**src/rtl/nlm_pe_sched.sv**
```systemverilog
// Frame scheduler for the NLM PE systolic chain.
// Pre-fills line buffers, drives chain strobes, then flushes.
module nlm_pe_sched #(
  parameter int IMG_WIDTH    = 64,
  parameter int IMG_HEIGHT   = 48,
  parameter int TOTAL_LENGTH = 17,
  parameter int PIPE_LAT     = 20,
  parameter int CNT_W        = $clog2(IMG_WIDTH*IMG_HEIGHT+1)
) (
  input  logic                          clk,
  input  logic                          rst_n,
  input  logic                          start_i,
  input  logic                          abort_i,
  input  logic                          pix_valid_i,
  output logic                          pix_ready_o,
  output logic                          lb_wr_en_o,
  output logic                          pe_en_o,
  output logic                          sum_clr_o,
  output logic                          pe_out_valid_o,
  output logic [$clog2(IMG_WIDTH)-1:0]  col_o,
  output logic [$clog2(IMG_HEIGHT)-1:0] row_o,
  output logic                          busy_o,
  output logic                          done_o
);

  localparam int CW = $clog2(IMG_WIDTH);
  localparam int RW = $clog2(IMG_HEIGHT);
  localparam int FW = $clog2(PIPE_LAT+1);
  localparam int FILL_PIX  = (TOTAL_LENGTH-1)*IMG_WIDTH;
  localparam int TOTAL_PIX = IMG_WIDTH*IMG_HEIGHT;
  localparam bit NO_RUN = FILL_PIX >= TOTAL_PIX;
  localparam logic [CNT_W-1:0] FILL_END =
    CNT_W'(NO_RUN ? TOTAL_PIX : FILL_PIX);
  localparam logic [CNT_W-1:0] TOT_END = CNT_W'(TOTAL_PIX);

  typedef enum logic [2:0] {
    S_IDLE,
    S_FILL,
    S_RUN,
    S_FLUSH,
    S_DONE
  } state_t;

  state_t            r_state;
  logic [CNT_W-1:0]  r_cnt;
  logic [CW-1:0]     r_ncol;
  logic [CW-1:0]     r_col;
  logic [RW-1:0]     r_nrow;
  logic [RW-1:0]     r_row;
  logic [FW-1:0]     r_fcnt;
  logic [PIPE_LAT-1:0] r_tag;

  logic              w_fill;
  logic              w_run;
  logic              w_flush;
  logic              w_ready;
  logic              w_acc;
  logic              w_pe_en;
  logic [CNT_W-1:0]  w_cnt_nxt;
  logic [PIPE_LAT:0] w_tag_nxt;

  assign w_fill    = (r_state == S_FILL);
  assign w_run     = (r_state == S_RUN);
  assign w_flush   = (r_state == S_FLUSH);
  assign w_ready   = w_fill | w_run;
  assign w_acc     = pix_valid_i & w_ready;
  assign w_pe_en   = (w_run & w_acc) | w_flush;
  assign w_cnt_nxt = r_cnt + CNT_W'(1);
  // Real pixels enter with tag 1, flush bubbles with tag 0.
  assign w_tag_nxt = {r_tag, w_run};

  assign pix_ready_o    = w_ready;
  assign lb_wr_en_o     = w_acc;
  assign pe_en_o        = w_pe_en;
  assign sum_clr_o      = w_pe_en;
  assign pe_out_valid_o = r_tag[PIPE_LAT-1] & w_pe_en;
  assign col_o          = r_col;
  assign row_o          = r_row;
  assign busy_o         = (r_state != S_IDLE);
  assign done_o         = (r_state == S_DONE);

  always_ff @(posedge clk or negedge rst_n) begin
    if (!rst_n) begin
      r_state <= S_IDLE;
      r_cnt   <= '0;
      r_ncol  <= '0;
      r_col   <= '0;
      r_nrow  <= '0;
      r_row   <= '0;
      r_fcnt  <= '0;
      r_tag   <= '0;
    end else if (abort_i) begin
      r_state <= S_IDLE;
      r_cnt   <= '0;
      r_ncol  <= '0;
      r_col   <= '0;
      r_nrow  <= '0;
      r_row   <= '0;
      r_fcnt  <= '0;
      r_tag   <= '0;
    end else begin
      if (w_pe_en) begin
        r_tag <= w_tag_nxt[PIPE_LAT-1:0];
      end
      if (w_acc) begin
        r_cnt <= w_cnt_nxt;
        r_col <= r_ncol;
        r_row <= r_nrow;
        if (r_ncol == CW'(IMG_WIDTH-1)) begin
          r_ncol <= '0;
          r_nrow <= r_nrow + RW'(1);
        end else begin
          r_ncol <= r_ncol + CW'(1);
        end
      end
      unique case (r_state)
        S_IDLE: begin
          if (start_i) begin
            r_state <= (FILL_PIX == 0) ? S_RUN : S_FILL;
            r_cnt   <= '0;
            r_ncol  <= '0;
            r_col   <= '0;
            r_nrow  <= '0;
            r_row   <= '0;
            r_fcnt  <= '0;
            r_tag   <= '0;
          end
        end
        S_FILL: begin
          if (w_acc && (w_cnt_nxt == FILL_END)) begin
            r_state <= NO_RUN ? S_FLUSH : S_RUN;
          end
        end
        S_RUN: begin
          if (w_acc && (w_cnt_nxt == TOT_END)) begin
            r_state <= S_FLUSH;
          end
        end
        S_FLUSH: begin
          if (r_fcnt == FW'(PIPE_LAT-1)) begin
            r_state <= S_DONE;
          end else begin
            r_fcnt <= r_fcnt + FW'(1);
          end
        end
        S_DONE: begin
          r_state <= S_IDLE;
        end
        default: begin
          r_state <= S_IDLE;
        end
      endcase
    end
  end

endmodule

```
**config.mk**
```make
export PLATFORM = sky130hd
export DESIGN_NAME = nlm_pe_sched
export DESIGN_NICKNAME = d
export VERILOG_FILES = /design/src/rtl/nlm_pe_sched.sv
export SDC_FILE = /design/constraint.sdc
export NUM_CORES = 1
export LEC_CHECK = 0
export CAP_MARGIN = 0
export CORE_ASPECT_RATIO = 1.75
export CORE_UTILIZATION = 55
export DETAILED_ROUTE_END_ITERATION = 6
export GPL_TIMING_DRIVEN = 0
export PLACE_DENSITY = 0.78
export SYNTH_ARGS = -nofsm -noshare
export SYNTH_HDL_FRONTEND = slang
export SYNTH_SLANG_ARGS = --single-unit
```
**constraint.sdc**
```tcl
create_clock -name clk -period 1.98 [get_ports clk]
set_input_delay 0.297 -clock clk [delete_from_list [all_inputs] [get_ports clk]]
set_output_delay 0.297 -clock clk [all_outputs]
set_load 0.02 [all_outputs]
```
Word-level counts from Yosys, hierarchy flattened:

Index checks and enable logic that the tools add are counted.

* register bits after elaboration: 64
* bits in latches: 0
* bits in writable memories: 0
* ROM bits: 0
* input port bits: 5
* memories kept: 0

* $add $sub $neg: 4
* multiply operators: 0
* divide/modulo/power cells: 0
* $lt $le $gt $ge: 0
* equality and inequality tests: 13
* shift-type cells: 0
* muxes and demuxes: 36
* bitwise logic cells: 5
* reduce and logical (&&, ||, !) cells: 7

Operators with widths (number)
* two-way mux 6 bit: 18
* two-way mux 20 bit: 4
* two-way mux 12 bit: 4
* two-way mux 3 bit: 5
* two-way mux 5 bit: 3
* adder 12 x 1 -> 12 bit, second input constant: 1
* adder 6 x 1 -> 6 bit, second input constant: 2
* == test 12 x 11 -> 1 bit, second input constant: 1
* == test 12 bit, second input constant: 1
* one-hot mux 3 bit (4 select lines): 1
* one-hot mux 5 bit (2 select lines): 1
* != test 3 x 2 -> 1 bit, second input constant: 3
* == test 3 x 2 -> 1 bit, second input constant: 2
* == test 6 bit, second input constant: 1
* != test 3 bit, second input constant: 2
* nonzero test 3 bit: 2
* adder 5 x 1 -> 5 bit, second input constant: 1
* == test 5 bit, second input constant: 1
* AND reduction 4 bit: 1
* bitwise AND 1 bit: 3
* == test 3 x 1 -> 1 bit, second input constant: 1
* == test 3 bit, second input constant: 1
* zero test 3 bit: 1
* AND reduction 3 bit: 1
* 2 further kinds: 4

Depth between registers and ports, before layout:

* depth in word-level cells: 9
* gate-level depth with buffers: 7
* gate-level depth less buffers: 6

Least setup slack after synthesis:

Ideal clock, no wire load.

* kind: reg-to-output
* from: register r_state[1]
* to: output pe_out_valid_o
* arrival time: 1.599 ns
* required time: 1.683 ns
* path slack: 0.084 ns
* stages on the path, launching flop included: 7
* cell sequence: dfrtp_1 -> buf_2 -> nor2b_1 -> o21ai_0 -> inv_1 -> clkbuf_1 -> and2_1

* word-level cells in the longest chain between the ends: 6
* elaborated cells between the ends (all ways): 8

Ends and longest elaborated chain
* from (decl): line 44 `state_t r_state;`
* from (signal assigned): line 119 `r_state <= (FILL_PIX == 0) ? S_RUN : S_FILL;`
* from (signal assigned): line 131 `r_state <= NO_RUN ? S_FLUSH : S_RUN;`
* == test 3 x 1 -> 1 bit or == test 3 x 2 -> 1 bit (tied branches): line 62, 63
* bitwise OR 1 bit: line 65 `assign w_ready = w_fill | w_run;`
* bitwise AND 1 bit: line 66 `assign w_acc = pix_valid_i & w_ready;`
* bitwise AND 1 bit: line 67 `assign w_pe_en = (w_run & w_acc) | w_flush;`
* bitwise OR 1 bit (*): line 67
* net pe_en_o: line 17 `output logic pe_en_o,`
* bitwise AND 1 bit (*): line 76 `assign pe_out_valid_o = r_tag[PIPE_LAT-1] & w_pe_en;`
* to (decl): line 19 `output logic pe_out_valid_o,`

The timed path passes the listed nets; every way through them passes the cells marked *.

Final worst setup path:

* from: register r_state[1]
* to: output pe_out_valid_o

* word-level cells in the longest chain between the ends: 6
* elaborated cells between the ends (all ways): 8

Ends and longest elaborated chain (line)
* == test 3 x 1 -> 1 bit or == test 3 x 2 -> 1 bit (tied branches): 62, 63
* bitwise OR 1 bit: 65
* bitwise AND 1 bit: 66
* bitwise AND 1 bit: 67
* bitwise OR 1 bit (*): 67
* bitwise AND 1 bit (*): 76

Mark *: on every way between the ends. The rest lies on a longest branch, timed or not.

==> results.py <==
metrics = {
    "timing": {
        "fin_ws_ns": 0.03121,
        "fin_crit_sh": 0.9842,
        "final_hold_viol_count": 0,
        "slew_viol_final": 0,
        "max_freq_mhz": 513.1,
        "worstMarginPinSlew_ns": 0.8105,
        "slew_headroom": 0.4597,
        "fin_tns_setup_ns": 0,
        "setup_viol_count_final": 0,
        "post-route-min-period_ns": 1.949,
        "clock_skew_ns": 0.006289,
        "rsz0062_at_grt": "true",
    },
    "synthesis": {
        "synth.area.top_cells": "dfrtp_1, nand2_1, a21oi_1",
        "synthFlopType": "dfrtp_1",
        "yosysMostFrequentCell": "nand2_1",
        "synth_async_sr_flop_share": 1.000,
        "synth.distinct_cells": 42,
        "synth.avg_cell_area_um2": 9.280,
        "syn-num-nets": 335,
        "synthCells": 326,
        "yosysWarnings": 0,
        "synth.top_cell.area_share": 0.5294,
        "ys_top_cells_by_count": "nand2_1, dfrtp_1, a21oi_1",
        "syn-cell-area_um2": 3025,
        "synth_edf_count": 0,
        "ys_seq_elements": 64,
        "yosys.area.top_type": "dfrtp_1",
        "ys_seq_area_frac": 0.5294,
    },
    "critical_path": {
        "cp_slowest_cell": "dfrtp_1",
        "cp-end-kind": "output pin",
        "worstPathRequired_ns": 1.68,
        "worstPathCellList": "buf_6 -> nor2b_2 -> o21ai_2 -> inv_2 -> buf_4 -> and2_1 -> buf_2",
        "critPathKind": "reg -> out",
        "cpPeakStageDelay_ns": 0.41,
        "worstPathArrival_ns": 1.65,
        "r2r-start": "r_cnt[0]",
        "crit_path_start": "r_state[1]",
        "worst-path-max-fanout": 5,
        "critPathLaunchType": "flop",
    },
    "floorplanning": {
        "core_area_um2": 5299,
        "fp.dieArea_um2": 5813,
        "initial_utilization": 0.5710,
        "rows": 35,
        "die_h_um": 100.1,
        "die_w_um": 58.07,
        "pin_count": 24,
    },
    "routing": {
        "via_per_inst": 5.525,
        "ant_nets": 0,
        "via_count": 2475,
        "wl_per_cell_um": 13.94,
        "drtPass1Iterations": 6,
        "wl_mm": 6.246,
        "drtIter0Drc": 111,
        "remaining_drc_errors": 1,
    },
    "clocking": {
        "cts-root-buf": "clkbuf_8",
        "htreeDepth": 3,
        "clock_sink_count": 64,
        "cts_buffers": 9,
        "cts_hold_buffers": 0,
        "clock_latency_ns": 0.35,
        "clkTransAtPathRegs_ns": 0.07,
        "cts.path.max_buffers": 2,
        "cts_tree": "built",
    },
    "run_status": {
        "status": "complete, but fails checks",
        "violations": "DRC",
    },
    "finish": {
        "antenna_cells": 0,
        "drive_gt1_frac": 0.1578,
        "fillers": 418,
        "nNetsFinal": 378,
        "syn2layout_area_growth_pct": 21.01,
        "multiInputGateArea_um2": 1330,
        "seq_area_um2": 1604,
    },
    "power_and_ir_drop": {
        "vdd_drop_max_mv": 0.5057,
        "pwr-share-clk": 0.439,
        "swShare": 0.2325,
        "power_frac_comb": 0.056,
        "switchingPower_w": 0.0006058,
        "seqPwrFrac": 0.506,
        "p_leak_nw": 1.576,
        "p_per_area_nw_per_um2": 711.8,
        "finalPower_w": 0.002606,
        "power.internal_w": 0.002000,
    },
    "global_route": {
        "grt_pass1_wl_mm": 10.49,
        "grt_pass1_vias": 2377,
        "antenna_found_initial": 0,
        "overflow": 0,
        "track_usage": 0.2416,
        "grt_max_degree": 65,
    },
    "place": {
        "place.gp.congestion": 0.8162,
        "post-place-ws_ns": -0.6607,
        "port_buffers": 23,
        "dp_hpwl_mm": 4.070,
    },
    "min_path": {
        "worst_hold_path_type": "in -> async",
    },
    "run": {
        "drv_cap": 0,
    },
}
==> power groups by stage <==
stage          clock, W  sequential, W  combinational, W
4_1_cts         0.00117        0.00132          0.000139
3_3_place_gp          0        0.00134          0.000136
6_report        0.00114        0.00132          0.000146
2_1_floorplan         0        0.00134         0.0000688
3_5_place_dp          0        0.00134          0.000137
5_1_grt         0.00123        0.00132          0.000162
==> layer usage <==
layer / track usage / vias to the layer above / wire (um)
met5: 0 / - / 0
met4: 0.1264 / 0 / 216
met3: 0.07345 / 24 / 297
met2: 0.3970 / 79 / 3171
met1: 0.2790 / 1188 / 2559
li1: - / 1184 / -
==> cell usage in the layout, fill, tap and decap left out, types with 5 or more instances in the layout <==
cell and n:
clkdlybuf4s50_1 15, nor2_1 29, xor2_1 13, buf_2 8, buf_4 13, nand4_1 10, nor3_1 9, clkbuf_1 5
dfrtp_1 62, nand2_1 76, clkbuf_8 11, a21oi_1 38, xnor2_1 12, nand3_1 5
==> worst paths after layout <==
check                                  to  slack (ns)  cells past startpoint
max                        pe_out_valid_o        0.03                      7
min                             r_tag[11]        0.03                      1
max reg2reg                    r_state[0]        0.07                      6
min reg2reg                      row_o[0]        0.52                      2
max in group asynchronous      r_state[2]        1.36                      1
min in group clk                 row_o[0]        0.52                      2
==> state kept, by name, summed over array words and instances (netlist names) <==
register and cells:
r_tag 20, r_cnt 12, col_o 6, r_ncol 6
r_nrow 6, row_o 6, r_fcnt 5, r_state 3
==> cells by family after synthesis <==
family	count (synthesis)	synth area share
flops	64	0.5294
simple gates	155	0.2415
buf+inv	25	0.03681
xor+xnor	26	0.07527
fa+ha+maj	4	0.01654
compound gates	49	0.09016
mux	3	0.01034
==> per-stage QoR <==
stage / hold WS [ns] / instance area (um2) / utilization / std cells
6_report: 0.03135 / 3661 / 0.6909 / 448
4_1_cts: 0.05580 / 3602 / 0.6798 / 444
3_5_place_dp: 0.4325 / 3346 / 0.6314 / 423
3_3_place_gp: 0.5038 / 3348 / 0.6319 / 423
5_1_grt: 0.09951 / 3661 / 0.6909 / 448
2_1_floorplan: 0.001409 / 3025 / - / 326
==> area by class of cell <==
type | instances | area share
timing repair buffer | 34 | 0.08134
inverter | 6 | 0.006152
buffer | 17 | 0.02939
tap | 74 | 0.02529
clock inverter | 5 | 0.01504
clock buffer | 11 | 0.04135
sequential | 64 | 0.4381
multi-input combinational | 237 | 0.3633
==> repair_timing <==
| action | CTS | global route |
|---|---|---|
| pin swaps | 1 | 1 |
| buffers inserted | 7 | 4 |
| resized for setup | 28 | 10 |
| endpoints found under the setup margin | 17 | 28 |
| hold endpoints to repair | 0 | 0 |
==> worst max-delay path, delay by kind of cell, from the launching register on <==
kind	cells	cell delay, ns
flops	1	0.41
buf+inv	4	0.51
simple gates	2	0.30
compound gates	1	0.07
Note: power is estimated with default switching activity, not from simulation.
